<file path="config.mk">
export PLATFORM = sky130hd
export DESIGN_NAME = copro_arith_unit_flat
export DESIGN_NICKNAME = d
export VERILOG_FILES = /design/src/rtl/copro_arith_unit_if.sv /design/src/rtl/copro_arith_unit.sv /design/src/flat_wrapper.sv
export SDC_FILE = /design/constraint.sdc
export NUM_CORES = 1
export LEC_CHECK = 0
export ABC_AREA = 1
export BUFFER_PORTS_ARGS = -buffer_cell sky130_fd_sc_hd__buf_4
export CAP_MARGIN = 20
export CORE_MARGIN = 1
export CORE_UTILIZATION = 45
export DETAILED_ROUTE_END_ITERATION = 10
export PLACE_DENSITY_LB_ADDON = 0.1
export SYNTH_ARGS = -nofsm -noshare
export SYNTH_HDL_FRONTEND = slang
export SYNTH_SLANG_ARGS = --single-unit
</file>
<file path="constraint.sdc">
create_clock -name clk_i -period 9.4 [get_ports clk_i]
set_clock_uncertainty 0.2 [all_clocks]
set_input_delay 2.82 -clock clk_i [delete_from_list [all_inputs] [get_ports clk_i]]
set_output_delay 2.82 -clock clk_i [all_outputs]
set_load 0.02 [all_outputs]
</file>
<file path="src/rtl/copro_arith_unit_if.sv">
// Request/response bundle between the LM32 user-instruction port and the
// arithmetic coprocessor: operands and opcode in, registered result and status out.
interface copro_arith_unit_if #(
  parameter int WIDTH    = 32,
  parameter int OPCODE_W = 11
);
  logic                valid_i;
  logic [OPCODE_W-1:0] opcode_i;
  logic [WIDTH-1:0]    op0_i;
  logic [WIDTH-1:0]    op1_i;
  logic [WIDTH-1:0]    result_o;
  logic                complete_o;
  logic                busy_o;

  modport master (
    output valid_i, opcode_i, op0_i, op1_i,
    input  result_o, complete_o, busy_o
  );

  modport slave (
    input  valid_i, opcode_i, op0_i, op1_i,
    output result_o, complete_o, busy_o
  );
endinterface

</file>
<file path="src/rtl/copro_arith_unit.sv">
// Multicycle coprocessor datapath: single-cycle add/sub, iterative shift-add
// unsigned multiply returning either half of the 2*WIDTH-bit product.
module copro_arith_unit #(
  parameter int WIDTH    = 32,
  parameter int OPCODE_W = 11
) (
  input  logic               clk_i,
  input  logic               rst_i,
  copro_arith_unit_if.slave  bus
);
  localparam int CNT_W = $clog2(WIDTH + 1);

  typedef enum logic {
    IDLE,
    MUL
  } state_t;

  state_t               state;
  state_t               state_next;
  logic [2*WIDTH-1:0]   p;
  logic [2*WIDTH-1:0]   p_step;
  logic [WIDTH-1:0]     m;
  logic [WIDTH:0]       upper_sum;
  logic [CNT_W-1:0]     cnt;
  logic                 sel_hi;
  logic [WIDTH-1:0]     result;
  logic                 complete;
  logic [WIDTH-1:0]     alu;
  logic                 accept;
  logic                 is_mul;
  logic                 last_step;

  always_ff @(posedge clk_i) begin
    if (rst_i) begin
      state <= IDLE;
    end else begin
      state <= state_next;
    end
  end

  always_comb begin
    // NOTE: every output of this block gets a default first so no path leaves it unassigned (no latch).
    state_next = state;
    accept     = 1'b0;
    alu        = '0;
    upper_sum  = {1'b0, p[2*WIDTH-1:WIDTH]};
    is_mul     = (bus.opcode_i == OPCODE_W'(2)) || (bus.opcode_i == OPCODE_W'(3));
    last_step  = (cnt == CNT_W'(1));

    case (bus.opcode_i)
      OPCODE_W'(0): alu = bus.op0_i + bus.op1_i;
      OPCODE_W'(1): alu = bus.op0_i - bus.op1_i;
      default:      alu = '0;
    endcase

    // One shift-add step: conditionally add the multiplicand into the upper
    // half, keeping the carry so the right shift does not lose it.
    if (p[0]) begin
      upper_sum = {1'b0, p[2*WIDTH-1:WIDTH]} + {1'b0, m};
    end
    p_step = {upper_sum, p[WIDTH-1:1]};

    case (state)
      IDLE: begin
        accept = bus.valid_i;
        if (accept && is_mul) begin
          state_next = MUL;
        end
      end
      MUL: begin
        if (last_step) begin
          state_next = IDLE;
        end
      end
      default: state_next = IDLE;
    endcase
  end

  always_ff @(posedge clk_i) begin
    if (rst_i) begin
      // NOTE: the engine registers are cleared too, so an aborted multiply leaves nothing behind.
      p        <= '0;
      m        <= '0;
      cnt      <= '0;
      sel_hi   <= 1'b0;
      result   <= '0;
      complete <= 1'b0;
    end else begin
      complete <= 1'b0;
      if (accept) begin
        if (is_mul) begin
          p      <= {{WIDTH{1'b0}}, bus.op1_i};
          m      <= bus.op0_i;
          cnt    <= CNT_W'(WIDTH);
          sel_hi <= (bus.opcode_i == OPCODE_W'(3));
        end else begin
          result   <= alu;
          complete <= 1'b1;
        end
      end else if (state == MUL) begin
        p   <= p_step;
        cnt <= cnt - CNT_W'(1);
        if (last_step) begin
          result   <= sel_hi ? p_step[2*WIDTH-1:WIDTH] : p_step[WIDTH-1:0];
          complete <= 1'b1;
        end
      end
    end
  end

  assign bus.result_o   = result;
  assign bus.complete_o = complete;
  assign bus.busy_o     = (state == MUL);
endmodule
</file>
<file path="src/flat_wrapper.sv">
// flat-port wrapper written by rule: the top's interface ports become plain ports
module copro_arith_unit_flat 
#(
  parameter int WIDTH    = 32,
  parameter int OPCODE_W = 11
)
  (clk_i, rst_i, bus_valid_i, bus_opcode_i, bus_op0_i, bus_op1_i, bus_result_o, bus_complete_o, bus_busy_o);
  copro_arith_unit_if #(.WIDTH(WIDTH), .OPCODE_W(OPCODE_W)) bus_i ();
  input  logic clk_i;
  input  logic rst_i;
  input wire logic [$bits(bus_i.valid_i)-1:0] bus_valid_i;
  input wire logic [$bits(bus_i.opcode_i)-1:0] bus_opcode_i;
  input wire logic [$bits(bus_i.op0_i)-1:0] bus_op0_i;
  input wire logic [$bits(bus_i.op1_i)-1:0] bus_op1_i;
  output wire logic [$bits(bus_i.result_o)-1:0] bus_result_o;
  output wire logic [$bits(bus_i.complete_o)-1:0] bus_complete_o;
  output wire logic [$bits(bus_i.busy_o)-1:0] bus_busy_o;
  assign bus_i.valid_i = bus_valid_i;
  assign bus_i.opcode_i = bus_opcode_i;
  assign bus_i.op0_i = bus_op0_i;
  assign bus_i.op1_i = bus_op1_i;
  assign bus_result_o = bus_i.result_o;
  assign bus_complete_o = bus_i.complete_o;
  assign bus_busy_o = bus_i.busy_o;
  copro_arith_unit #(.WIDTH(WIDTH), .OPCODE_W(OPCODE_W)) u_core (.clk_i(clk_i), .rst_i(rst_i), .bus(bus_i));
endmodule
</file>
# Word level (Yosys, flattened, before mapping)
# Index checks and enable logic that the tools add are counted.
[totals]
n_memories = 0
word_cells = 47
ramBits = 0
reg_bits = 137
output_inout_bits = 34
rom_bits = 0
latch_bits = 0
[classes]
mux = 21
div = 0
shift = 0
bitwise = 1
n_addsub = 4
n_lt_le_gt_ge = 0
n_mul = 0
n_reduce_logical = 8
n_eq_ne = 6
[op_table]
columns = ["op", "n"]
rows = [
  ["2-to-1 mux 64 bit", 3],
  ["2-to-1 mux 32 bit", 5],
  ["one-hot mux 32 bit (2 select lines)", 1],
  ["adder 32 x 32 -> 33 bit", 1],
  ["2-to-1 mux 33 bit", 1],
  ["adder 32 bit", 1],
  ["subtractor 32 bit", 1],
  ["== test 11 x 2 -> 1 bit (second input constant)", 2],
  ["2-to-1 mux 6 bit", 3],
  ["== test 11 x 1 -> 1 bit (second input constant)", 1],
  ["logical NOT 11 bit", 1],
  ["2-to-1 mux 1 bit", 7],
  ["== test 6 x 1 -> 1 bit (second input constant)", 1],
  ["subtractor 6 x 1 -> 6 bit (second input constant)", 1],
  ["inequality test 2 bit (second input constant)", 2],
  ["AND reduction 2 bit", 2],
  ["nonzero test 2 bit", 2],
  ["AND reduction 3 bit", 1],
  ["one-hot mux 1 bit (2 select lines)", 1],
  ["logical AND 1 bit", 1],
  ["logical OR 1 bit", 1],
  ["inverter 1 bit", 1],
]

# Longest topological paths before layout
[logic_depth]
depth_word = 6
mapped_depth = 25
depth_no_buf = 25

# Worst setup path before layout
# Ideal clock, no wire load.
[synth_timing]
path_type = "input port to flip-flop"
startpoint = "input bus_op1_i[1]"
endpoint = "register u_core.result[31], in the netlist u_core.bus.result_o[31]"
n_path_buf = 0
setup_ps = 109
arrival_time_ps = 5358
slack_ps = 3733
stages = 23
cell_sequence = "inv_1 ha_1 inv_1 nor3_2 nand3_1 inv_1 nand4_2 nor2_2 a21oi_1 a21oi_2 o21ai_1 xor2_1 ha_1 nand2_1 nor2_1 nand4_1 nor2_1 a21boi_0 o21ai_0 nand3_1 nand3_1 nand2_1 inv_1"
[synth_via]
elab_chain_len = 4
elab_cells_between_ends = 5
cone_classes = "add/sub: 2; mux: 3"
[synth_lines]
columns = ["item", "line", "rtl"]
rows = [
  ["start: declaration", "flat_wrapper.sv:14", "input wire logic [$bits(bus_i.op1_i)-1:0] bus_op1_i;"],
  ["subtractor 32 bit or adder 32 bit (tied branches)", "copro_arith_unit.sv:52, copro_arith_unit.sv:51", ""],
  ["one-hot mux 32 bit (2 select lines) *", "copro_arith_unit.sv:50", "case (bus.opcode_i)"],
  ["2-to-1 mux 32 bit *", "copro_arith_unit.sv:91", "if (is_mul) begin"],
  ["2-to-1 mux 32 bit *", "copro_arith_unit.sv:90", "if (accept) begin"],
  ["end signal: assignment", "copro_arith_unit.sv:97", "result <= alu;"],
  ["end signal: assignment", "copro_arith_unit.sv:104", "result <= sel_hi ? p_step[2*WIDTH-1:WIDTH] : p_step[WIDTH-1:0];"],
  ["end: declaration", "copro_arith_unit.sv:26", "logic [WIDTH-1:0] result;"],
]
# Every way passes the cells marked *; elsewhere a longest branch is shown, timed or not. The select of a mux whose other input is x is not followed.
# A chain may end at the register's enable or synchronous reset.

# Final worst setup path
[layout_timing]
startpoint = "input bus_opcode_i[9]"
endpoint = "register u_core.result[20], in the netlist u_core.bus.result_o[20]"
[layout_via]
elab_chain_len = 4
elab_cells_between_ends = 10
cone_classes = "eq/ne: 4; mux: 3; reduce/logical: 3"
[layout_lines]
columns = ["item", "line", "rtl"]
rows = [
  ["start: declaration", "flat_wrapper.sv:12", "input wire logic [$bits(bus_i.opcode_i)-1:0] bus_opcode_i;"],
  ["== test 11 x 1 -> 1 bit (tied with other cells)", "copro_arith_unit.sv:50", ""],
  ["one-hot mux 32 bit (2 select lines) or logical OR 1 bit (tied branches)", "copro_arith_unit.sv:50, copro_arith_unit.sv:47", ""],
  ["2-to-1 mux 32 bit or inequality test 2 bit (tied branches)", "n/a", ""],
  ["2-to-1 mux 32 bit or AND reduction 3 bit (tied branches)", "n/a", ""],
]
# Parallel ways exist; a longest one is shown, timed or not. The select of a mux whose other input is x is not followed.

==> flow_metrics.env <==
export IMPL_status="completed"
export IMPL_avgViaCountPerCell=5.47
export IMPL_synthTopCellsByArea="dfxtp_1 (25%), nand2_1 (19%), nor2_1 (8.5%)"
export IMPL_portBuffers=111
export IMPL_root_buffer="clkbuf_16"
export IMPL_gr_total_overflow=0
export IMPL_ir_drop_mv=0.0735
export IMPL_switching_share_pct=29.1
export IMPL_dr_total_vias=12375
export IMPL_dpl_hpwl_mm=31.2
export IMPL_finalWorstSetupSlack_ns=2.93
export IMPL_cp_max_fo=12
export IMPL_r2r_setup_slack_ns=5.42
export IMPL_slew_headroom_pct=38.8
export IMPL_syn_area_per_cell_um2=5.91
export IMPL_fin_cells=2264
export IMPL_period_needed_ns=6.47
export IMPL_dieArea_um2=25100
export IMPL_max_clock_path_buffers=2
export IMPL_ys_flop_type="dfxtp_1"
export IMPL_cp_common_cell="nand2_1"
export IMPL_endpoint="u_core.bus.result_o[20]"
export IMPL_rr_endpoint="u_core.p[56]"
export IMPL_die_w_um=158
export IMPL_fp_coreArea_um2=23800
export IMPL_slew_violations=0
export IMPL_crit_chain="buf_4 > nor2_1 > nand2_1 > nor2_1 > nand2_1 > nor2_1 > inv_1 > nand2_1 > xnor2_1 > inv_1 > ha_1 > nand2_1 > nor3_1 > nand4_1 > nand3_1 > nand2_1 > nand2_1 > o21ai_0 > a21oi_1 > nor2_1"
export IMPL_sequentialPowerShare_pct=37.4
export IMPL_final_nets=2078
export IMPL_finalSetupTns_ns=0
export IMPL_antenna_left=0
export IMPL_setup_viol=0
export IMPL_start_util_pct=46.3
export IMPL_cts_tree="done"
export IMPL_p_comb_share_pct=15.8
export IMPL_synth_top_cell_area_share_pct=24.9
export IMPL_diodes=0
export IMPL_required_ns=9.52
export IMPL_io_pins=112
export IMPL_synth_edf_count=0
export IMPL_cp_arrival_ns=6.58
export IMPL_timing_fmax_mhz=155
export IMPL_max_cap_violations=0
export IMPL_ys_warn_count=0
export IMPL_dpl_worst_slack_ns=2.45
export IMPL_r2r_cells=9
export IMPL_ys_seq_area_share_pct=24.9
export IMPL_clock_latency_ns=0.43
export IMPL_max_stage_delay_ns=0.62
export IMPL_dr_pass1_iters=5
export IMPL_cp_end_kind="register"
export IMPL_hold_path_startpoint="u_core.p[46]"
export IMPL_synth_seq_cells=137
export IMPL_grt_pass1_vias=11144
export IMPL_cp_slowest_cell="nor2_1"
export IMPL_grt_pass1_wl_mm=61.3
export IMPL_area_growth_syn_to_layout_pct=14.8
export IMPL_clock_sinks=137
export IMPL_p_int_w=0.00112
export IMPL_dp_cells=2232
export IMPL_setup_worst_path_start="bus_opcode_i[9]"
export IMPL_drive_gt1_share_pct=9.20
export IMPL_gp_congestion=0.943
export IMPL_clk_pin_slew_worst_paths_ns=0.06
export IMPL_power_w=0.00158
export IMPL_dieHeight_um=158
export IMPL_power_switching_w=0.000462
export IMPL_cts_hold_buffers=0
export IMPL_whs_ns=0.286
export IMPL_dr_first_iter_drc_count=1265
export IMPL_yosysMostFrequentCell="nand2_1"
export IMPL_syn_instance_count=1862
export IMPL_wire_per_inst_um=17.9
export IMPL_cp_start_kind="input pin"
export IMPL_path_class="in2reg"
export IMPL_hold_viol_final=0
export IMPL_antenna_found_initial=0
export IMPL_syn_area_um2=11000
export IMPL_rsz0062_at_grt="false"
export IMPL_period_share_pct=68.8
export IMPL_cts_resized_gates=0
export IMPL_powerDensity_nw_per_um2=125
export IMPL_synth_top_area_cell="dfxtp_1"
export IMPL_async_flop_share_pct=0
export IMPL_r2r_start="u_core.bus.busy_o"
export IMPL_drcViolationCount=0
export IMPL_postRouteWirelength_mm=40.5
export IMPL_p_leak_nw=6.09
export IMPL_synth_distinct_cells=48
export IMPL_row_count=56
export IMPL_cts_made_buffers=17
export IMPL_post_cts_buffers=0
export IMPL_synth_fp_nets=2008
export IMPL_hold_path_class="reg2reg"
export IMPL_clkPwrFrac_pct=46.7
export IMPL_worst_pin_slew_ns=0.918
export IMPL_synth_common_cells="nand2_1 (555), nor2_1 (248), inv_1 (191)"
export IMPL_grt_use_total_pct=32.4
export IMPL_h_tree_depth=4
export IMPL_grt_max_degree=101
[placed cells by master (no fill, tap or decap), types with 3 or more instances in the layout]
master	count
nand2_1	554
nor2_1	248
inv_1	191
o21ai_0	175
a21oi_1	140
dfxtp_1	136
buf_4	119
nand3_1	103
ha_1	66
a31oi_1	40
xor2_1	29
xnor2_1	19
clkbuf_16	17
nor3_1	13
nand3b_1	9
nand4_1	8
or2_2	8
o21ai_1	5
o21bai_1	4
inv_2	4
o211ai_1	4
bufinv_16	4
nand2_2	3
nor4_1	3
o21a_1	3
inv_6	3
[power by group through the flow]
stage / clock network (W) / registers, W / logic, W
detailed placement: 0 / 0.000606 / 0.000245
global route: 0.000777 / 0.000594 / 0.000274
finish: 0.000741 / 0.000593 / 0.000251
CTS: 0.000752 / 0.000593 / 0.000246
floorplan: 0 / 0.000613 / 0.000138
global placement: 0 / 0.000606 / 0.000245
[worst max-delay path, delay by kind of cell]
kind / cells / cell delay [ns]
AOI/OAI and AO/OA: 2 / 0.26
xor gates and xnor gates: 1 / 0.13
adders and majority gates: 1 / 0.34
buffers and inverters: 3 / 0.47
and+or+nand+nor: 13 / 2.53
[final cells by class]
class,instances,area [um2]
inverter,196,738
sequential,137,2740
fill,2479,11100
multi-input combinational,1461,7240
timing repair buffer,119,893
tap,319,399
clock buffer,19,433
clock inverter,13,191
[metrics by stage]
| step | util (%) | instance area [um2] |
|---|---|---|
| final | 53.2 | 12600 |
| after global routing | 53.2 | 12600 |
| after CTS | 53.2 | 12600 |
| after detailed placement | 50.6 | 12000 |
| after global placement | 50.6 | 12000 |
| after floorplan | - | 11000 |
[cell families (layout without fill, tap and decap cells)]
logic type               Yosys count  count (layout)  share of synthesized area (%)
XOR/XNOR                          48              48                           3.82
buffers and inverters            264             347                           9.38
multiplexers                       1               1                         0.0909
AND/OR/NAND/NOR                  963             963                           35.6
flip-flops                       137             137                           24.9
AO/OA/AOI/OAI                    381             381                           18.3
adder cells (fa/ha/maj)           68              68                           7.87
[registers in the layout, indices dropped and copies added, names as in the netlist]
name and count:
u_core.bus.complete_o 1, u_core.cnt 6, u_core.bus.busy_o 1, u_core.m 32, u_core.sel_hi 1, u_core.p 64
u_core.bus.result_o 32
[worst min path at each step]
stage / to / cells past startpoint
2_1_floorplan: u_core.p[32] / 2
3_3_place_gp: u_core.p[35] / 2
3_5_place_dp: u_core.p[46] / 2
4_1_cts: u_core.p[46] / 2
5_1_grt: u_core.p[45] / 2
6_report: u_core.p[46] / 2
[layer usage]
metal | global-route usage [%] | vias to the layer above | share of wire, %
met4 | 7.69 | 0 | 1.7
li1 | - | 6176 | -
met5 | 0 | - | 0
met3 | 3.51 | 39 | 5.8
met1 | 45.6 | 5775 | 48
met2 | 52.5 | 385 | 45
Power figures use the tool's default switching activity.
